===== config.mk =====
export PLATFORM = sky130hd
export DESIGN_NAME = simd_shift_seq
export DESIGN_NICKNAME = d
export VERILOG_FILES = /design/src/rtl/simd_shift_seq.sv
export SDC_FILE = /design/constraint.sdc
export NUM_CORES = 1
export LEC_CHECK = 0
export CAP_MARGIN = 20
export CORE_MARGIN = 4
export CORE_UTILIZATION = 65
export CTS_CLUSTER_SIZE = 25
export DETAILED_ROUTE_END_ITERATION = 8
export DONT_BUFFER_PORTS = 1
export GPL_TIMING_DRIVEN = 0
export PLACE_DENSITY = 0.81
export SLEW_MARGIN = 20
export SYNTH_ARGS = -nofsm -noshare
export SYNTH_HDL_FRONTEND = slang
export SYNTH_SLANG_ARGS = --single-unit

===== constraint.sdc =====
create_clock -name clk -period 3.25 [get_ports clk]
set_input_delay 0.8125 -clock clk [delete_from_list [all_inputs] [get_ports clk]]
set_output_delay 0.8125 -clock clk [all_outputs]
set_load 0.1 [all_outputs]

===== src/rtl/simd_shift_seq.sv =====
// simd_shift_seq: multi-bit shift sequencer for the 1-bit SIMD lane shifter.
// It accepts an operand, a shift distance, a lane mode and a direction. It then
// iterates the external single-position shifter once per clock and presents the
// result over a valid/ready handshake.
module simd_shift_seq #(
  parameter int WIDTH = 16,
  parameter int AMT_W = 5
) (
  input  logic             clk,
  input  logic             rst,
  input  logic             in_valid,
  output logic             in_ready,
  input  logic [WIDTH-1:0] in_data,
  input  logic [AMT_W-1:0] in_amt,
  input  logic [1:0]       in_mode,
  input  logic             in_left,
  output logic             out_valid,
  input  logic             out_ready,
  output logic [WIDTH-1:0] out_data,
  output logic [WIDTH-1:0] sh_in,
  output logic             sh_H,
  output logic             sh_O,
  output logic             sh_Q,
  output logic             sh_left,
  input  logic [WIDTH-1:0] sh_out
);

  localparam logic [1:0] IDLE  = 2'd0;
  localparam logic [1:0] SHIFT = 2'd1;
  localparam logic [1:0] DONE  = 2'd2;

  logic [1:0]       state;
  logic [1:0]       state_nxt;
  logic [WIDTH-1:0] data;
  logic [AMT_W-1:0] cnt;
  logic [1:0]       mode;
  logic             left;
  logic             ready_q;
  logic [AMT_W-1:0] lane_w;
  logic [AMT_W-1:0] k;
  logic             accept;

  // ready_q is high only in IDLE, and never in the first cycle after reset.
  // This lets an accepted request imply the IDLE state.
  assign accept = in_valid & ready_q;

  // Lane width from the requested mode, and the saturated shift count
  always_comb begin
    lane_w = AMT_W'(16);
    case (in_mode)
      2'b00:   lane_w = AMT_W'(4);
      2'b01:   lane_w = AMT_W'(8);
      default: lane_w = AMT_W'(16);
    endcase
    k = (in_amt >= lane_w) ? lane_w : in_amt;
  end

  // Next-state decode
  always_comb begin
    state_nxt = state;
    case (state)
      IDLE: begin
        if (accept) state_nxt = (k == '0) ? DONE : SHIFT;
      end
      SHIFT: begin
        if (cnt <= AMT_W'(1)) state_nxt = DONE;
      end
      DONE: begin
        if (out_ready) state_nxt = IDLE;
      end
      default: state_nxt = IDLE;
    endcase
  end

  // State, operand register and request latches.
  // in_ready is registered from the next state, so it has no path from any input.
  always_ff @(posedge clk) begin
    if (rst) begin
      state   <= IDLE;
      data    <= '0;
      cnt     <= '0;
      mode    <= 2'b00;
      left    <= 1'b0;
      ready_q <= 1'b0;
    end else begin
      state   <= state_nxt;
      ready_q <= (state_nxt == IDLE);
      if (accept) begin
        data <= in_data;
        cnt  <= k;
        mode <= in_mode;
        left <= in_left;
      end else if (state == SHIFT) begin
        data <= sh_out;
        cnt  <= cnt - AMT_W'(1);
      end
    end
  end

  assign in_ready  = ready_q;
  assign out_valid = (state == DONE);
  assign out_data  = data;
  assign sh_in     = data;
  assign sh_H      = mode[1];
  assign sh_O      = (mode == 2'b01);
  assign sh_Q      = (mode == 2'b00);
  assign sh_left   = left;

endmodule


**After elaboration in Yosys (flattened, before gate mapping)**

Index checks and enable logic that the tools add are counted.

- Bits in registers: 27
- Logic and storage cells: 31
- Output and inout bits: 38
- Input bits: 44

- Order comparisons: 2
- $add $sub $neg: 1
- Equality and inequality tests: 4
- Bitwise logic cells: 1
- Reductions and logical operators: 6
- Muxes and demuxes: 11

Operators by type and width:

| kind | count |
|---|---|
| $mux 16 | 2 |
| $mux 5 | 3 |
| $pmux 5 s2 | 1 |
| $logic_not 2->1 | 4 |
| $mux 2 | 4 |
| $eq 2x1->1 const B | 3 |
| $pmux 2 s3 | 1 |
| $ge 5x5->1 | 1 |
| $le 5x1->1 const B | 1 |
| $logic_not 5->1 | 1 |
| $sub 5x1->5 const B | 1 |
| $eq 2x2->1 const B | 1 |
| $reduce_bool 2->1 | 1 |
| $and 1x1->1 | 1 |

**Longest topological paths before layout**

- Word-level depth: 9
- Mapped depth: 7
- Depth with buffers taken out: 7

**Worst setup path before layout**

No wires, ideal clock.

- Path kind: register to output
- Start: register mode[1]
- End: output sh_O
- Data required time: 2438 ps
- Path buffers: 0
- Data arrival time: 2136 ps
- Stages on the path, launching flop included: 2
- Slack: 301 ps
- Path through: dfxtp_1 nor2b_1

- Word-level cells in the longest chain between the ends: 1

RTL lines:

| element | RTL line | RTL |
|---|---|---|
| from (decl) | 36 | `logic [1:0] mode;` |
| from (signal assigned) | 91 | `mode <= in_mode;` |
| $eq 2x1->1 | 105 | `assign sh_O = (mode == 2'b01);` |
| to (decl) | 22 | `output logic sh_O,` |

No other way between the ends.

**Worst setup path in the final report**

Same ends and word-level chain as after synthesis.

==> impl_metrics.yaml <==
routing:
  total_iterations_of_the_first_detailed_routing_run: 4
  drt-wirelength-per-cell_um: 17.2
  antenna_left: 0
  dr_total_vias: 1282
  drc: 0
  wl_um: 3510
  drt_first_iter_violations: 65
  drt-vias-per-instance: 6.28
placement:
  post-dp-hpwl_um: 2740
  place.gp.congestion: 0.822
  port_buffers: 0
sta:
  worst_clock_skew_ps: 2.85
  aggregate_negative_setup_slack_ps: 0
  max_freq_mhz: 351
  finalMaxSlewViolations: 0
  maxSlewHeadroom_pct: 26.9
  timing.final.hold_violations: 0
  share_of_the_cycle_needed_by_the_critical_path_after_routing_pct: 87.7
  rsz0062_at_grt: "false"
  final_period_minus_worst_setup_slack_ps: 2850
  worst_slew_pin_slew_ps: 1090
  finalSetupViolCount: 0
floorplan:
  initial_utilization_pct: 69.5
  die_height_um: 56.9
  fp.dieArea_um2: 3230
  io_pins: 82
  coreArea_um2: 2230
  placementRows: 17
  die_w_um: 56.9
clock_network:
  clock_slew_at_reported_path_ffs_ps: 150
  numClockSinks: 27
  tritoncts: "yes"
  cts_buf_count: 3
  clkLatencyLatePin_ps: 330
  cts.root.buffer_cell: "clkbuf_4"
  postCtsSetupBuffers: 0
  max-clock-path-buffers: 2
  cts_hold_buffers: 0
  cts_htree_levels: 1
  post_cts_resized: 0
critical_path:
  critPathSlowestCell: "nor2b_2"
  cp_slowest_stage_delay_ps: 1000
  required_ps: 2440
  crit_path_buffers_inverters: 0
  timing.critical_path.to_type: "output pin"
  crit_family: "simple AND/OR/NAND/NOR gates"
  timing.setup.critical_path_class: "reg2out"
  crit_path_cell_trace: "nor2b_2"
  critical_path_start_type: "register"
  timing.critical_path.arrival_ps: 2040
  critPathMaxFanout: 4
cells_and_area:
  filler_cells_inserted: 185
  finalNetCount: 226
  flow.area_growth_from_synthesis_pct: 4.68
  antenna_cells: 0
  drive_gt1_share_pct: 19.9
  post-route-util_pct: 72.7
synthesis:
  synth.lib_cells_used.distinct: 36
  synth-seq-area-share_pct: 34.8
  mapped_cells: 172
  synth.net_count: 221
  synthesis.area_per_instance_um2: 9.02
  ys.warnings.count: 0
  syn-cell-area_um2: 1550
  ys_seq_elements: 27
job:
  maxCapViolCount: 0
power_and_ir_drop:
  power_mw: 1.27
  leakagePower_nw: 0.614
  power-per-cell-area_nw_per_um2: 780
  ir_drop_mv: 0.549
outcome:
  outcome: "finished, final reports clean"
global_route:
  grtUsageTotal_pct: 21.2
  grt_overflow: 0
  wire_length_of_the_first_global_routing_pass_um: 5580
  grt_max_degree: 17
  number_of_antenna_violations_at_the_first_check_in_global_routing: 0
  number_of_global_route_vias_before_repair: 1253
worst_hold_path:
  holdCritPathClass: "reg2reg"
[flip-flops by register name (all words and copies together) (netlist names)]
register / flops
cnt: 5
in_ready: 1
mode: 2
out_data: 16
sh_left: 1
state: 2
[path summary, 6_finish.rpt]
| kind | from | endpoint | slack [ps] | cells past startpoint |
|---|---|---|---|---|
| worst max-delay path | mode[1] | sh_O | 400 | 1 |
| worst min-delay path | mode[0] | mode[0] | 500 | 2 |
| worst max register to register | in_ready | cnt[0] | 1060 | 4 |
| worst min register to register | mode[0] | mode[0] | 500 | 2 |
[through the flow]
stage / setup slack (ps) / std cells / hold WS (ps) / cell area, um^2
floorplan: 301 / 172 / 445 / 1550
global placement: 269 / 200 / 453 / 1590
detailed placement: 773 / 200 / 475 / 1590
CTS: 386 / 204 / 497 / 1620
global route: 352 / 204 / 545 / 1620
finish: 399 / 204 / 497 / 1620
[area by class of cell]
| type | count | area, um^2 | area share, % |
|---|---|---|---|
| buffer | 27 | 180 | 11.1 |
| clock buffer | 3 | 22.5 | 1.39 |
| clock inverter | 1 | 7.51 | 0.462 |
| inverter | 4 | 15.0 | 0.924 |
| multi-input combinational | 114 | 823 | 50.7 |
| sequential | 27 | 541 | 33.3 |
| tap | 28 | 35.0 | 2.16 |
[per-layer routing]
| layer | routed length, um | global-route usage [%] |
|---|---|---|
| met5 | 0 | 0 |
| met3 | 326 | 5.75 |
| met4 | 41 | 4.97 |
| met2 | 1740 | 38.0 |
| met1 | 1400 | 24.9 |
[synth_stat cells (all sizes together)]
| master | number | area [um^2] |
|---|---|---|
| xnor2 | 1 | 8.76 |
| nor3 | 2 | 10.0 |
| nor2b | 4 | 32.5 |
| nand3b | 2 | 15.0 |
| dfxtp | 27 | 541 |
| nand2 | 10 | 37.5 |
| a211o | 2 | 18.8 |
| inv | 4 | 15.0 |
| a221oi | 3 | 56.3 |
| mux2i | 16 | 160 |
| a21oi | 6 | 30.0 |
| clkbuf | 8 | 30.0 |
| nand4 | 2 | 12.5 |
| nand3 | 3 | 15.0 |
| xor2 | 2 | 17.5 |
| nor2 | 22 | 82.6 |
| nor4 | 1 | 6.26 |
| o211ai | 1 | 7.51 |
| a31oi | 3 | 25.0 |
| or3 | 1 | 6.26 |
| o22ai | 1 | 6.26 |
| buf | 19 | 150 |
| a21o | 2 | 17.5 |
| nand2b | 1 | 6.26 |
| o21ai | 3 | 15.0 |
| a211oi | 18 | 140 |
| a32o | 1 | 10.0 |
| ha | 5 | 62.6 |
| o211a | 1 | 10.0 |
| and2 | 1 | 6.26 |
[layout by cell type (no fill, tap or decap), types with 2 or more instances in the layout]
| cell | n |
|---|---|
| dfxtp_1 | 27 |
| nor2_1 | 21 |
| buf_4 | 17 |
| a211oi_1 | 17 |
| mux2i_1 | 16 |
| nand2_1 | 10 |
| clkbuf_1 | 8 |
| a21oi_1 | 6 |
| ha_1 | 5 |
| inv_1 | 4 |
| nand3_1 | 3 |
| o21ai_0 | 3 |
| clkbuf_4 | 3 |
| nor2b_2 | 2 |
| buf_6 | 2 |
| nand3b_1 | 2 |
| xor2_1 | 2 |
| a21o_2 | 2 |
| a31oi_1 | 2 |
| a221oi_2 | 2 |
| nand4_1 | 2 |
| nor3_1 | 2 |
[logic make-up after synthesis]
group,Yosys count,synth area share [%]
fa+ha+maj,5,4.03
compound gates,41,21.7
flops,27,34.8
xor+xnor,3,1.69
mux,16,10.3
simple gates,49,14.8
buf+inv,31,12.6
[power by group]
group          switching (mW)  internal, mW  total [mW]  leakage (nW)
sequential              0.266         0.375       0.641         0.222
combinational           0.344         0.130       0.474         0.378
clock                   0.105        0.0471       0.152        0.0139
total                   0.715         0.552        1.27         0.614
Power figures use the tool's default switching activity.
